==> src/rtl/fsic_io_serdes_pkg.sv <==
// Shared definitions for the IO SERDES control/status register block.
// Register DW offsets, CTRL/STATUS bit positions and the lane-enable reset value.
// Imported by the CSR top; holds no logic.
package fsic_io_serdes_pkg;

    // DW offsets within the CSR window
    localparam int unsigned OFS_CTRL    = 0;
    localparam int unsigned OFS_LANE_EN = 1;
    localparam int unsigned OFS_STATUS  = 2;
    localparam int unsigned OFS_ERRCNT  = 3;

    // CTRL register bit positions
    localparam int CTRL_RXEN_BIT     = 0;
    localparam int CTRL_TXEN_BIT     = 1;
    localparam int CTRL_LOOPBACK_BIT = 2;
    localparam int CTRL_WIDTH        = 3;

    // STATUS register bit positions
    localparam int STS_TXEN_BIT  = 0;
    localparam int STS_RXRCV_BIT = 1;

    // Every lane comes out of reset enabled; replicated to the lane count
    localparam logic LANE_EN_RST_BIT = 1'b1;

endpackage

==> src/rtl/fsic_sync_2ff.sv <==
// Multi-stage flop synchroniser for slow level/toggle signals from another clock domain.
// Latency: pSTAGES destination-clock edges.
// No backpressure; samples every cycle.
module fsic_sync_2ff #(
    parameter int pSTAGES = 2,
    parameter int pWIDTH  = 1
) (
    input  logic              clk_i,
    input  logic              rst_n_i,
    input  logic [pWIDTH-1:0] d_i,
    output logic [pWIDTH-1:0] q_o
);

    logic [pWIDTH-1:0] sync_q [pSTAGES];

    // shift the asynchronous input through the flop chain
    always_ff @(posedge clk_i or negedge rst_n_i) begin
        if (!rst_n_i) begin
            for (int i = 0; i < pSTAGES; i++) sync_q[i] <= '0;
        end else begin
            sync_q[0] <= d_i;
            for (int i = 1; i < pSTAGES; i++) sync_q[i] <= sync_q[i-1];
        end
    end

    assign q_o = sync_q[pSTAGES-1];

endmodule

==> src/rtl/fsic_io_serdes_csr.sv <==
// AXI-Lite CSR block for the IO SERDES: CTRL, LANE_EN, STATUS and (with FSIC_SERDES_CSR_ERRCNT_EN) ERRCNT.
// Latency: write bvalid 2 cycles after joint AW/W acceptance; read rvalid 1 cycle after AR acceptance.
// Backpressure: one write held until bready, one read held until rready; cc_ls_enable=0 blocks new requests.
module fsic_io_serdes_csr
    import fsic_io_serdes_pkg::*;
#(
    parameter int pADDR_WIDTH     = 10,
    parameter int pDATA_WIDTH     = 32,
    parameter int pSERIALIO_WIDTH = 12,
    parameter int pERRCNT_WIDTH   = 16
) (
    input  logic                       axi_clk,
    input  logic                       axi_reset_n,
    input  logic                       cc_ls_enable,
    input  logic                       axi_awvalid,
    output logic                       axi_awready,
    input  logic [pADDR_WIDTH-1:0]     axi_awaddr,
    input  logic                       axi_wvalid,
    output logic                       axi_wready,
    input  logic [pDATA_WIDTH-1:0]     axi_wdata,
    input  logic [pDATA_WIDTH/8-1:0]   axi_wstrb,
    output logic                       axi_bvalid,
    input  logic                       axi_bready,
    input  logic                       axi_arvalid,
    output logic                       axi_arready,
    input  logic [pADDR_WIDTH-1:0]     axi_araddr,
    output logic                       axi_rvalid,
    output logic [pDATA_WIDTH-1:0]     axi_rdata,
    input  logic                       axi_rready,
    output logic                       rxen_ctl,
    output logic                       txen_ctl,
    output logic                       loopback_ctl,
    output logic [pSERIALIO_WIDTH-1:0] lane_en,
    input  logic                       txen_sts,
    input  logic                       rx_received_sts,
    input  logic                       err_toggle
);

    logic                       aw_held_q, w_held_q, bvalid_q, rvalid_q;
    logic [pADDR_WIDTH-1:0]     awaddr_q;
    logic [pDATA_WIDTH-1:0]     wdata_q, rdata_q, rdata_d, errcnt_rd;
    logic [pDATA_WIDTH/8-1:0]   wstrb_q;
    logic [CTRL_WIDTH-1:0]      ctrl_q, ctrl_d;
    logic [pSERIALIO_WIDTH-1:0] lane_en_q, lane_en_d;
    logic [1:0]                 sts_s;
    logic                       aw_acc, w_acc, ar_acc, commit;
    logic                       unused_bits;

    assign aw_acc = axi_awvalid & cc_ls_enable & ~aw_held_q;
    assign w_acc  = axi_wvalid  & cc_ls_enable & ~w_held_q;
    assign ar_acc = axi_arvalid & cc_ls_enable & ~rvalid_q;
    // one write in flight: a new commit waits until the previous response is taken
    assign commit = aw_held_q & w_held_q & ~bvalid_q;

    // AXI handshake state: holding regs, write response, registered read data
    always_ff @(posedge axi_clk or negedge axi_reset_n) begin
        if (!axi_reset_n) begin
            aw_held_q <= 1'b0;
            w_held_q  <= 1'b0;
            awaddr_q  <= '0;
            wdata_q   <= '0;
            wstrb_q   <= '0;
            bvalid_q  <= 1'b0;
            rvalid_q  <= 1'b0;
            rdata_q   <= '0;
        end else begin
            if (commit) begin
                aw_held_q <= 1'b0;
            end else if (aw_acc) begin
                aw_held_q <= 1'b1;
                awaddr_q  <= axi_awaddr;
            end
            if (commit) begin
                w_held_q <= 1'b0;
            end else if (w_acc) begin
                w_held_q <= 1'b1;
                wdata_q  <= axi_wdata;
                wstrb_q  <= axi_wstrb;
            end
            if (commit) begin
                bvalid_q <= 1'b1;
            end else if (axi_bready) begin
                bvalid_q <= 1'b0;
            end
            if (ar_acc) begin
                rvalid_q <= 1'b1;
                rdata_q  <= rdata_d;
            end else if (axi_rready) begin
                rvalid_q <= 1'b0;
            end
        end
    end

    // next-state for the RW registers on a committed write
    always_comb begin
        ctrl_d    = ctrl_q;
        lane_en_d = lane_en_q;
        if (commit && awaddr_q == pADDR_WIDTH'(OFS_CTRL) && wstrb_q[0]) begin
            ctrl_d = wdata_q[CTRL_WIDTH-1:0];
        end
        if (commit && awaddr_q == pADDR_WIDTH'(OFS_LANE_EN)) begin
            for (int i = 0; i < pSERIALIO_WIDTH; i++) begin
                if (wstrb_q[i/8]) lane_en_d[i] = wdata_q[i];
            end
        end
    end

    // RW register state
    always_ff @(posedge axi_clk or negedge axi_reset_n) begin
        if (!axi_reset_n) begin
            ctrl_q    <= '0;
            lane_en_q <= {pSERIALIO_WIDTH{LANE_EN_RST_BIT}};
        end else begin
            ctrl_q    <= ctrl_d;
            lane_en_q <= lane_en_d;
        end
    end

    fsic_sync_2ff #(.pSTAGES(2), .pWIDTH(2)) u_sts_sync (
        .clk_i   (axi_clk),
        .rst_n_i (axi_reset_n),
        .d_i     ({rx_received_sts, txen_sts}),
        .q_o     (sts_s)
    );

`ifdef FSIC_SERDES_CSR_ERRCNT_EN
    logic                     err_s, err_prev_q, err_inc, err_clr;
    logic [pERRCNT_WIDTH-1:0] errcnt_q, errcnt_d;

    fsic_sync_2ff #(.pSTAGES(3), .pWIDTH(1)) u_err_sync (
        .clk_i   (axi_clk),
        .rst_n_i (axi_reset_n),
        .d_i     (err_toggle),
        .q_o     (err_s)
    );

    assign err_inc = err_s ^ err_prev_q;
    assign err_clr = commit & (awaddr_q == pADDR_WIDTH'(OFS_ERRCNT)) & wstrb_q[0];

    // saturating counter; a clear that coincides with an error keeps that error
    always_comb begin
        errcnt_d = errcnt_q;
        if (err_clr) begin
            errcnt_d = pERRCNT_WIDTH'(err_inc);
        end else if (err_inc && !(&errcnt_q)) begin
            errcnt_d = errcnt_q + 1'b1;
        end
    end

    // toggle edge-detect history and counter state
    always_ff @(posedge axi_clk or negedge axi_reset_n) begin
        if (!axi_reset_n) begin
            err_prev_q <= 1'b0;
            errcnt_q   <= '0;
        end else begin
            err_prev_q <= err_s;
            errcnt_q   <= errcnt_d;
        end
    end

    assign errcnt_rd   = pDATA_WIDTH'(errcnt_q);
    assign unused_bits = ^{wdata_q, wstrb_q};
`else
    assign errcnt_rd   = '0;
    assign unused_bits = ^{wdata_q, wstrb_q, err_toggle};
`endif

    // read mux, sampled at AR acceptance so a same-cycle write is not yet visible
    always_comb begin
        rdata_d = '0;
        if (axi_araddr == pADDR_WIDTH'(OFS_CTRL)) begin
            rdata_d[CTRL_WIDTH-1:0] = ctrl_q;
        end else if (axi_araddr == pADDR_WIDTH'(OFS_LANE_EN)) begin
            rdata_d[pSERIALIO_WIDTH-1:0] = lane_en_q;
        end else if (axi_araddr == pADDR_WIDTH'(OFS_STATUS)) begin
            rdata_d[STS_TXEN_BIT]  = sts_s[0];
            rdata_d[STS_RXRCV_BIT] = sts_s[1];
        end else if (axi_araddr == pADDR_WIDTH'(OFS_ERRCNT)) begin
            rdata_d = errcnt_rd;
        end
    end

    assign axi_awready  = ~aw_held_q;
    assign axi_wready   = ~w_held_q;
    assign axi_bvalid   = bvalid_q;
    assign axi_arready  = ~rvalid_q;
    assign axi_rvalid   = rvalid_q;
    assign axi_rdata    = rdata_q;
    assign rxen_ctl     = ctrl_q[CTRL_RXEN_BIT];
    assign txen_ctl     = ctrl_q[CTRL_TXEN_BIT];
    assign loopback_ctl = ctrl_q[CTRL_LOOPBACK_BIT];
    assign lane_en      = lane_en_q;

endmodule

==> config.mk <==
export PLATFORM = sky130hd
export DESIGN_NAME = fsic_io_serdes_csr
export DESIGN_NICKNAME = d
export VERILOG_FILES = /design/src/rtl/fsic_io_serdes_pkg.sv /design/src/rtl/fsic_sync_2ff.sv /design/src/rtl/fsic_io_serdes_csr.sv
export SDC_FILE = /design/constraint.sdc
export NUM_CORES = 1
export LEC_CHECK = 0
export BUFFER_PORTS_ARGS = -buffer_cell sky130_fd_sc_hd__buf_2
export CORE_AREA = 2 2 75 77
export CTS_CLUSTER_SIZE = 8
export DETAILED_ROUTE_END_ITERATION = 10
export DIE_AREA = 0 0 77 79
export GPL_TIMING_DRIVEN = 0
export HOLD_SLACK_MARGIN = 0.02
export PLACE_DENSITY_LB_ADDON = 0.12
export SETUP_SLACK_MARGIN = 0.02
export SKIP_CTS_REPAIR_TIMING = 1
export SLEW_MARGIN = 20
export SYNTH_ARGS = -nofsm -noshare
export SYNTH_HDL_FRONTEND = slang
export SYNTH_SLANG_ARGS = --single-unit
==> constraint.sdc <==
create_clock -name axi_clk -period 3.2 [get_ports axi_clk]
set_input_delay 0.16 -clock axi_clk [delete_from_list [all_inputs] [get_ports axi_clk]]
set_output_delay 0.16 -clock axi_clk [all_outputs]
set_load 0.005 [all_outputs]
# Yosys cells after proc, flatten, opt, wreduce, memory -nomap -nowiden

Index checks and enable logic that the tools add are counted.

Equality and inequality tests: 3
Muxes and demuxes: 12
Bitwise operators: 13
Reduce and logical (&&, ||, !) cells: 13

Operators with widths:

| cell                                                                   | number |
|---|---|
| 10-bit by 1-bit equality test with 1-bit output, second input constant | 2 |
| 10-bit zero test                                                       | 2 |
| 12-bit two-way mux                                                     | 1 |
| 10-bit by 2-bit equality test with 1-bit output, second input constant | 1 |
| 9-bit two-way mux                                                      | 1 |
| 1-bit AND                                                              | 8 |
| 1-bit two-way mux                                                      | 8 |
| 2-bit AND reduction                                                    | 4 |
| 2-bit nonzero test                                                     | 4 |
| 1-bit NOT                                                              | 5 |
| 1-bit logical AND                                                      | 3 |
| 3-bit two-way mux                                                      | 1 |
| 2-bit two-way mux                                                      | 1 |

Register bits after elaboration: 79
Input bits: 67
Output and inout port bits: 52
Logic and storage cells: 54

# Depth between registers and ports, before layout

Gate-level depths: netlist (run 1).

Word-level depth: 4
Gate-level depth with buffers: 4

# By module

From an unflattened synthesis (run 1), not the netlist that was laid out.

Cell total of the unflattened synthesis: 194
Area total of the unflattened synthesis: 2543.7 µm²

Modules (own cells, without submodules):

| module             | times used | cells each | area an instance (µm²) |
|---|---|---|---|
| fsic_io_serdes_csr | 1          | 188        | 2428.6 |
| fsic_sync_2ff      | 1          | 6          | 115.1 |

# Least setup slack after synthesis (run 1)

Ideal clock, no wire load.

Kind: register to register
From: reg awaddr_q[1]
To: reg lane_en_q[0], in the netlist lane_en[0]
Setup time: 0.082 ns
Arrival time: 1.771 ns
Slack: 1.347 ns
Cell stages (with the launch flop): 4
Path buffers: 0
Cells stage by stage: dfrtp_1 or4_4 nor4_4 mux2_2

Cells in the longest elaborated chain, start to end: 3

RTL lines:

| what                                            | RTL line                  | source |
|---|---|---|
| start: declaration                              | fsic_io_serdes_csr.sv:40  | `logic [pADDR_WIDTH-1:0] awaddr_q;` |
| start signal: assignment                        | fsic_io_serdes_csr.sv:71  | `awaddr_q <= axi_awaddr;` |
| 10-bit by 1-bit equality test with 1-bit output | fsic_io_serdes_csr.sv:101 | `if (commit && awaddr_q == pADDR_WIDTH'(OFS_LANE_EN)) begin` |
| 1-bit logical AND                               | fsic_io_serdes_csr.sv:101 |  |
| 2-bit AND reduction (no line)                   | --                        |  |
| end signal: assignment                          | fsic_io_serdes_csr.sv:112 | `lane_en_q <= {pSERIALIO_WIDTH{LANE_EN_RST_BIT}};` |
| end signal: assignment                          | fsic_io_serdes_csr.sv:115 | `lane_en_q <= lane_en_d;` |
| end: declaration                                | fsic_io_serdes_csr.sv:44  | `logic [pSERIALIO_WIDTH-1:0] lane_en_q, lane_en_d;` |

Every way passes these cells.
A chain may end at the register's enable or synchronous reset.

# Worst setup path in the final report (run 1)

From: reg awaddr_q[1]
To: reg lane_en_q[2], in the netlist lane_en[2]

Same word-level chain as after synthesis.

==> flow_summary.yaml, run 1 <==
status:
  status: "complete, no violations"
floorplanning:
  coreArea_um2: 5338
  fp.dieArea_um2: 6083
  fp.dieH_um: 79
  initial_utilization_pct: 47.37
  core.rowCount: 27
  die_w_um: 77
  io_pins: 119
grt:
  grt_pass1_vias: 1618
  busiest_layer: "met2"
  grt_use_met2_pct: 25.18
  grt_use_met3_pct: 6.250
  track_usage_pct: 16.76
  grt_first_pass_wirelength_um: 7803
  grt_max_degree: 60
  antenna_found_initial: 0
  overflow: 0
  grtUsageMet1_pct: 22.47
worst_hold_path:
  hp-class: "in -> reg"
  hold_start: "axi_wdata[10]"
  holdPathStages: 2
  hold-path-endpoint: "wdata_q[10]"
timing:
  tightest_slew_ps: 722.1
  finClkSkew_ps: 6.549
  final-hold-violation-count: 0
  min_period_ps: 2085
  relSlewSlack_pct: 51.86
  timing.final.crit_share_pct: 65.16
  final.setup.tns_ps: 0
  rsz0062_at_grt: "false"
  slew_violations: 0
  timing.fmax_ghz: 0.4796
  setup_viol: 0
final_layout:
  area_growth_pct: 30.38
  num-nets-final: 369
  drive_gt1_share_pct: 54.25
  antenna_cells: 0
  utilization_pct: 61.77
clock_tree:
  cts_tree: "yes"
  cts.sinks: 59
  clk_latency_ps: 320
  cts_buffers: 9
  path_clk_slew_ps: 60
  root_buffer: "clkbuf_8"
  cts_buffer_depth: 2
  htree_levels: 3
synthesis:
  postSynthCellCount: 192
  yosysTopAreaCell: "dfrtp_1"
  ys_seq_elements: 59
  ys_seq_area_share_pct: 58.98
  synthFlopType: "dfrtp_1"
  synth_edf_count: 0
  ys_types: 25
  ys_warn_count: 0
  yosys.area.top_type_share_pct: 46.51
  synth.avg_cell_area_um2: 13.17
  synth.most_common_cell: "dfrtp_1"
  synthArstFlopShare_pct: 100.0
  synthesis.area_um2: 2529
  synth_common_cells: "47 x dfrtp_1, 39 x mux2_2, 25 x nand2_1, 20 x buf_4"
  ys_top_cells_by_area: "dfrtp_1 47%, mux2_2 17%, dfstp_2 12%"
detailed_routing:
  ant_nets: 0
  drt_iter0_drc: 67
  drc: 0
  avgViaCountPerCell: 4.685
  wl_um: 4853
  vias: 1771
  dr.pass1.iters: 4
  wl_per_cell_um: 12.84
setup_path:
  rr_startpoint: "awaddr_q[1]"
  ff2ff_setup_slack_ps: 1110
  arrival_ps: 2340
  cp-end-kind: "flip-flop"
  crit_type: "reg -> reg"
  crit_fanout: 8
  r2r-end: "lane_en[2]"
  rr_worst_depth: 3
  critPathRequiredTime_ps: 3450
  worstSetupStartpointType: "flip-flop"
place:
  io_buffers: 75
  place_congestion: 0.7254
  dp_hpwl_um: 3549
power:
  power.leakage_nw: 1.647
  ir_worst_vdd_mv: 0.4263
  powerDensity_nw_per_um2: 623.8
job:
  cap_violations: 0
==> power breakdown <==
group	internal [W]	leakage [nW]	total [W]	switching (W)
registers	0.000936	0.711	0.00105	0.000116
clock network	0.000338	0.0953	0.000604	0.000266
logic	0.000234	0.840	0.000401	0.000166
total	0.00151	1.65	0.00206	0.000548
==> cell type report <==
type                            instances  area, um2
Clock buffer                           13      168.9
Inverter                                3      11.26
Sequential cell                        59       1491
Buffer                                 24      165.2
Clock inverter                          2      10.01
Fill cell                             464       2041
Tap cell                               72      90.09
Multi-Input combinational cell        125      932.1
Timing Repair Buffer                   80      427.9
==> metal layers <==
layer / vias up / share of wire [%]
met5: - / 0
met4: 0 / 1.2
met3: 6 / 7.3
met2: 64 / 46
met1: 848 / 45
li1: 853 / -
==> stage by stage <==
stage               setup WS (ps)  cell area, um2  total power [W]  cells  hold slack (ps)
global placement             1158            3065         0.001444    358            270.0
detailed placement           1135            3068         0.001466    358            270.1
finish                       1115            3297         0.002057    378            63.01
floorplan                    1347            2600         0.001318    211           -135.6
global route                 1052            3297         0.002183    378            51.07
CTS                          1115            3247         0.002075    373           -82.62
==> worst max-delay path, stage by stage, from the launching register on <==
cell and delay, ps:
dfrtp_1 380, or4_4 590, nor4_4 630, mux2_2 410
==> state kept, by name, summed over array words and instances (netlist names) <==
signal and flops:
axi_bvalid 1, w_held_q 1, ctrl_q 3, axi_rvalid 1
wdata_q 12, aw_held_q 1, axi_rdata 12, lane_en 12
wstrb_q 2, u_sts_sync.sync_q 2, u_sts_sync.q_o 2, awaddr_q 10
==> cells by family after synthesis <==
kind of cell | after synthesis | synth area share [%]
flops | 59 | 58.98
other cells | 1 | 0.1483
buf+inv | 27 | 6.976
compound gates | 17 | 4.008
mux | 41 | 18.16
simple gates | 47 | 11.73
==> placed cells by master (no fill, tap or decap), types with 2 or more instances in the layout <==
cell and instances:
buf_2 74, dfrtp_1 47, mux2_2 39, nand2_1 25, buf_4 21, conb_1 20, o21ai_0 12, clkbuf_8 12
dfstp_2 12, clkbuf_1 5, dlygate4sd3_1 5, nor4_1 4, inv_1 3, nand4b_1 3, nand3b_1 3, nor4_4 2
mux2i_1 2, nor2b_1 2, o31a_1 2, o31ai_1 2, nand3_1 2, clkinv_2 2
==> worst max path at each step <==
stage | from | end | slack (ps)
2_1_floorplan | awaddr_q[1] | lane_en[0] | 1350
3_3_place_gp | awaddr_q[1] | lane_en[4] | 1160
3_5_place_dp | awaddr_q[1] | lane_en[1] | 1140
4_1_cts | awaddr_q[1] | lane_en[1] | 1110
5_1_grt | awaddr_q[1] | lane_en[1] | 1050
6_report | awaddr_q[1] | lane_en[2] | 1110
Note: power is estimated with default switching activity, not from simulation.
==> run 2, diff against run 1 <==
ABC_AREA = 1   (was default)
CORE_AREA = 2 2 82 84   (was 2 2 75 77)
DIE_AREA = 0 0 84 86   (was 0 0 77 79)
clock period = 1.8 ns   (was 3.2 ns; I/O delays follow)
==> run 2 against run 1 <==
Effect of this change:
- sequential share of layout area decreased by 4.2 points
- fmax increased by 59%
- clock skew increased by 2.5 ps
- flip-flop and latch count unchanged
- sequential power increased by 70%
- final cell count increased by 28%
- via count increased by 18%
- core utilization decreased by 3.8 points
- die area increased by 19%
- critical path type unchanged
- largest power group unchanged
- highest routed layer unchanged
==> flow_summary.yaml, run 2 <==
final_layout:
  area_growth_pct: 39.96
  drive_gt1_share_pct: 37.50
  num-nets-final: 470
  antenna_cells: 0
  multi_input_area_um2: 884.6
  final_common_cell: "buf_2"
  final_cell_mix: "78 x buf_2, 70 x nand2_1, 47 x dfrtp_1, 28 x dlygate4sd3_1, 26 x inv_1"
  layoutNonFillerInstCount: 485
  fill_cells: 562
  seq_area_um2: 1491
setup_path:
  rr_worst_depth: 4
  cp-end-kind: "flip-flop"
  crit_type: "reg -> reg"
  crit_fanout: 10
  arrival_ps: 1510
  critPathRequiredTime_ps: 2000
  worstSetupStartpointType: "flip-flop"
synthesis:
  ys_warn_count: 0
  ys_seq_elements: 59
  postSynthCellCount: 270
  ys_seq_area_share_pct: 57.39
  synth_edf_count: 0
  synth_common_cells: "70 x nand2_1, 47 x dfrtp_1, 26 x inv_1, 25 x o21ai_0, 21 x buf_4"
  synthesis.area_um2: 2599
  synth.avg_cell_area_um2: 9.625
  synthFlopType: "dfrtp_1"
  synth.most_common_cell: "nand2_1"
  yosysTopAreaCell: "dfrtp_1"
  yosys.area.top_type_share_pct: 45.26
  synthArstFlopShare_pct: 100.0
  ys_top_cells_by_area: "dfrtp_1 45%, dfstp_2 12%, nand2_1 10%"
  ys_types: 24
grt:
  grt_pass1_vias: 1916
  grt_max_degree: 60
  overflow: 0
  antenna_found_initial: 0
  grt_first_pass_wirelength_um: 9197
  track_usage_pct: 16.51
floorplanning:
  fp.dieArea_um2: 7224
  die_w_um: 84
  fp.dieH_um: 86
  io_pins: 119
  initial_utilization_pct: 41.40
  core.rowCount: 29
  coreArea_um2: 6277
detailed_routing:
  drc: 0
  avgViaCountPerCell: 4.324
  ant_nets: 0
  drt_iter0_drc: 115
  drt-met1-wl_um: 2677
  route.met3.wl_um: 320
  wl_um: 5739
  route.met2.wl_um: 2647
  wl_per_cell_um: 11.83
  highest_layer: "met4"
  vias: 2097
  dr.pass1.iters: 4
timing:
  final-hold-violation-count: 0
  min_period_ps: 1311
  final.setup.tns_ps: 0
  rsz0062_at_grt: "false"
  relSlewSlack_pct: 49.86
  tightest_slew_ps: 752.1
  finClkSkew_ps: 9.085
  slew_violations: 0
  setup_viol: 0
  timing.fmax_ghz: 0.7627
  timing.final.crit_share_pct: 72.84
place:
  io_buffers: 75
  dp_hpwl_um: 4051
  dp.cells: 441
  place_congestion: 0.7833
job:
  cap_violations: 0
worst_hold_path:
  holdPathStages: 3
  hp-class: "in -> reg"
clock_tree:
  path_clk_slew_ps: 70
  cts.sinks: 59
  cts_tree: "yes"
  root_buffer: "clkbuf_8"
  clk_latency_ps: 330
  cts_buffers: 9
  cts_buffer_depth: 2
  htree_levels: 3
power:
  powerDensity_nw_per_um2: 1040
  ir_worst_vdd_mv: 0.6980
  power.leakage_nw: 1.866
  p_total_w: 0.003783
status:
  status: "complete, no violations"
==> run 2: cell types whose count changed after synthesis, moves of 4 or more <==
cell | previous run | this run
buf_2 | 0 | 4
clkbuf_1 | 4 | 0
inv_1 | 3 | 26
mux2_1 | 0 | 5
mux2_2 | 39 | 3
nand2_1 | 25 | 70
nand3_1 | 2 | 10
nor2_1 | 0 | 12
nor4_1 | 4 | 0
o21ai_0 | 12 | 25
o21ai_1 | 0 | 6
o21ai_2 | 0 | 8
==> run 2: layout make-up <==
| type | count | share of cell area (%) |
|---|---|---|
| clock inverter | 4 | 1.307 |
| timing repair buffer | 103 | 18.09 |
| multi-input combinational | 176 | 24.32 |
| sequential | 59 | 41.00 |
| inverter | 28 | 2.890 |
| buffer | 26 | 5.194 |
| tap | 77 | 2.649 |
| clock buffer | 12 | 4.541 |
==> run 2: critical path: stages (launching register included) <==
cell     delay, ps
dfrtp_1        400
inv_1           90
nand3_2        110
buf_2          240
mux2_1         350
==> run 2: per-stage QoR <==
step | setup slack, ps | hold WS (ps) | area, um2 | util, %
final | 488.8 | 7.667 | 3637 | 57.94
after global routing | 347.6 | 29.31 | 3637 | 57.94
after CTS | 471.0 | -168.4 | 3357 | 53.48
after detailed placement | 497.8 | 200.6 | 3144 | 50.09
after global placement | 513.9 | 198.3 | 3142 | 50.05
after floorplan | 623.8 | -205.6 | 2670 | -
==> run 2: per-layer routing <==
metal / up-vias / track usage [%]
met1: 939 / 21.42
met4: 0 / 6.158
li1: 1087 / -
met3: 9 / 5.775
met5: - / 0
met2: 62 / 25.75
==> run 2: cells by family after synthesis <==
group / count (synthesis) / share of synthesized area, %
muxes: 8 / 3.466
buffers and inverters: 54 / 11.31
and+or+nand+nor: 104 / 17.86
other: 1 / 0.1443
AOI/OAI and AO/OA: 44 / 9.822
DFF: 59 / 57.39
==> run 2: report_power, final <==
group | total [W] | internal [W] | switching (W)
clock | 0.00126 | 0.000748 | 0.000510
sequential | 0.00178 | 0.00164 | 0.000143
combinational | 0.000742 | 0.000325 | 0.000417
==> run 2: path summary, 6_finish.rpt <==
path                                       from                 to  slack (ps)
max                                   aw_held_q        awaddr_q[5]         490
min in group asynchronous           axi_reset_n        awaddr_q[7]         370
max in group asynchronous           axi_reset_n         wdata_q[5]         920
min reg2reg                u_sts_sync.sync_q[2]  u_sts_sync.q_o[0]         350
min                               axi_awaddr[0]        awaddr_q[0]           8
max reg2reg                           aw_held_q        awaddr_q[5]         490
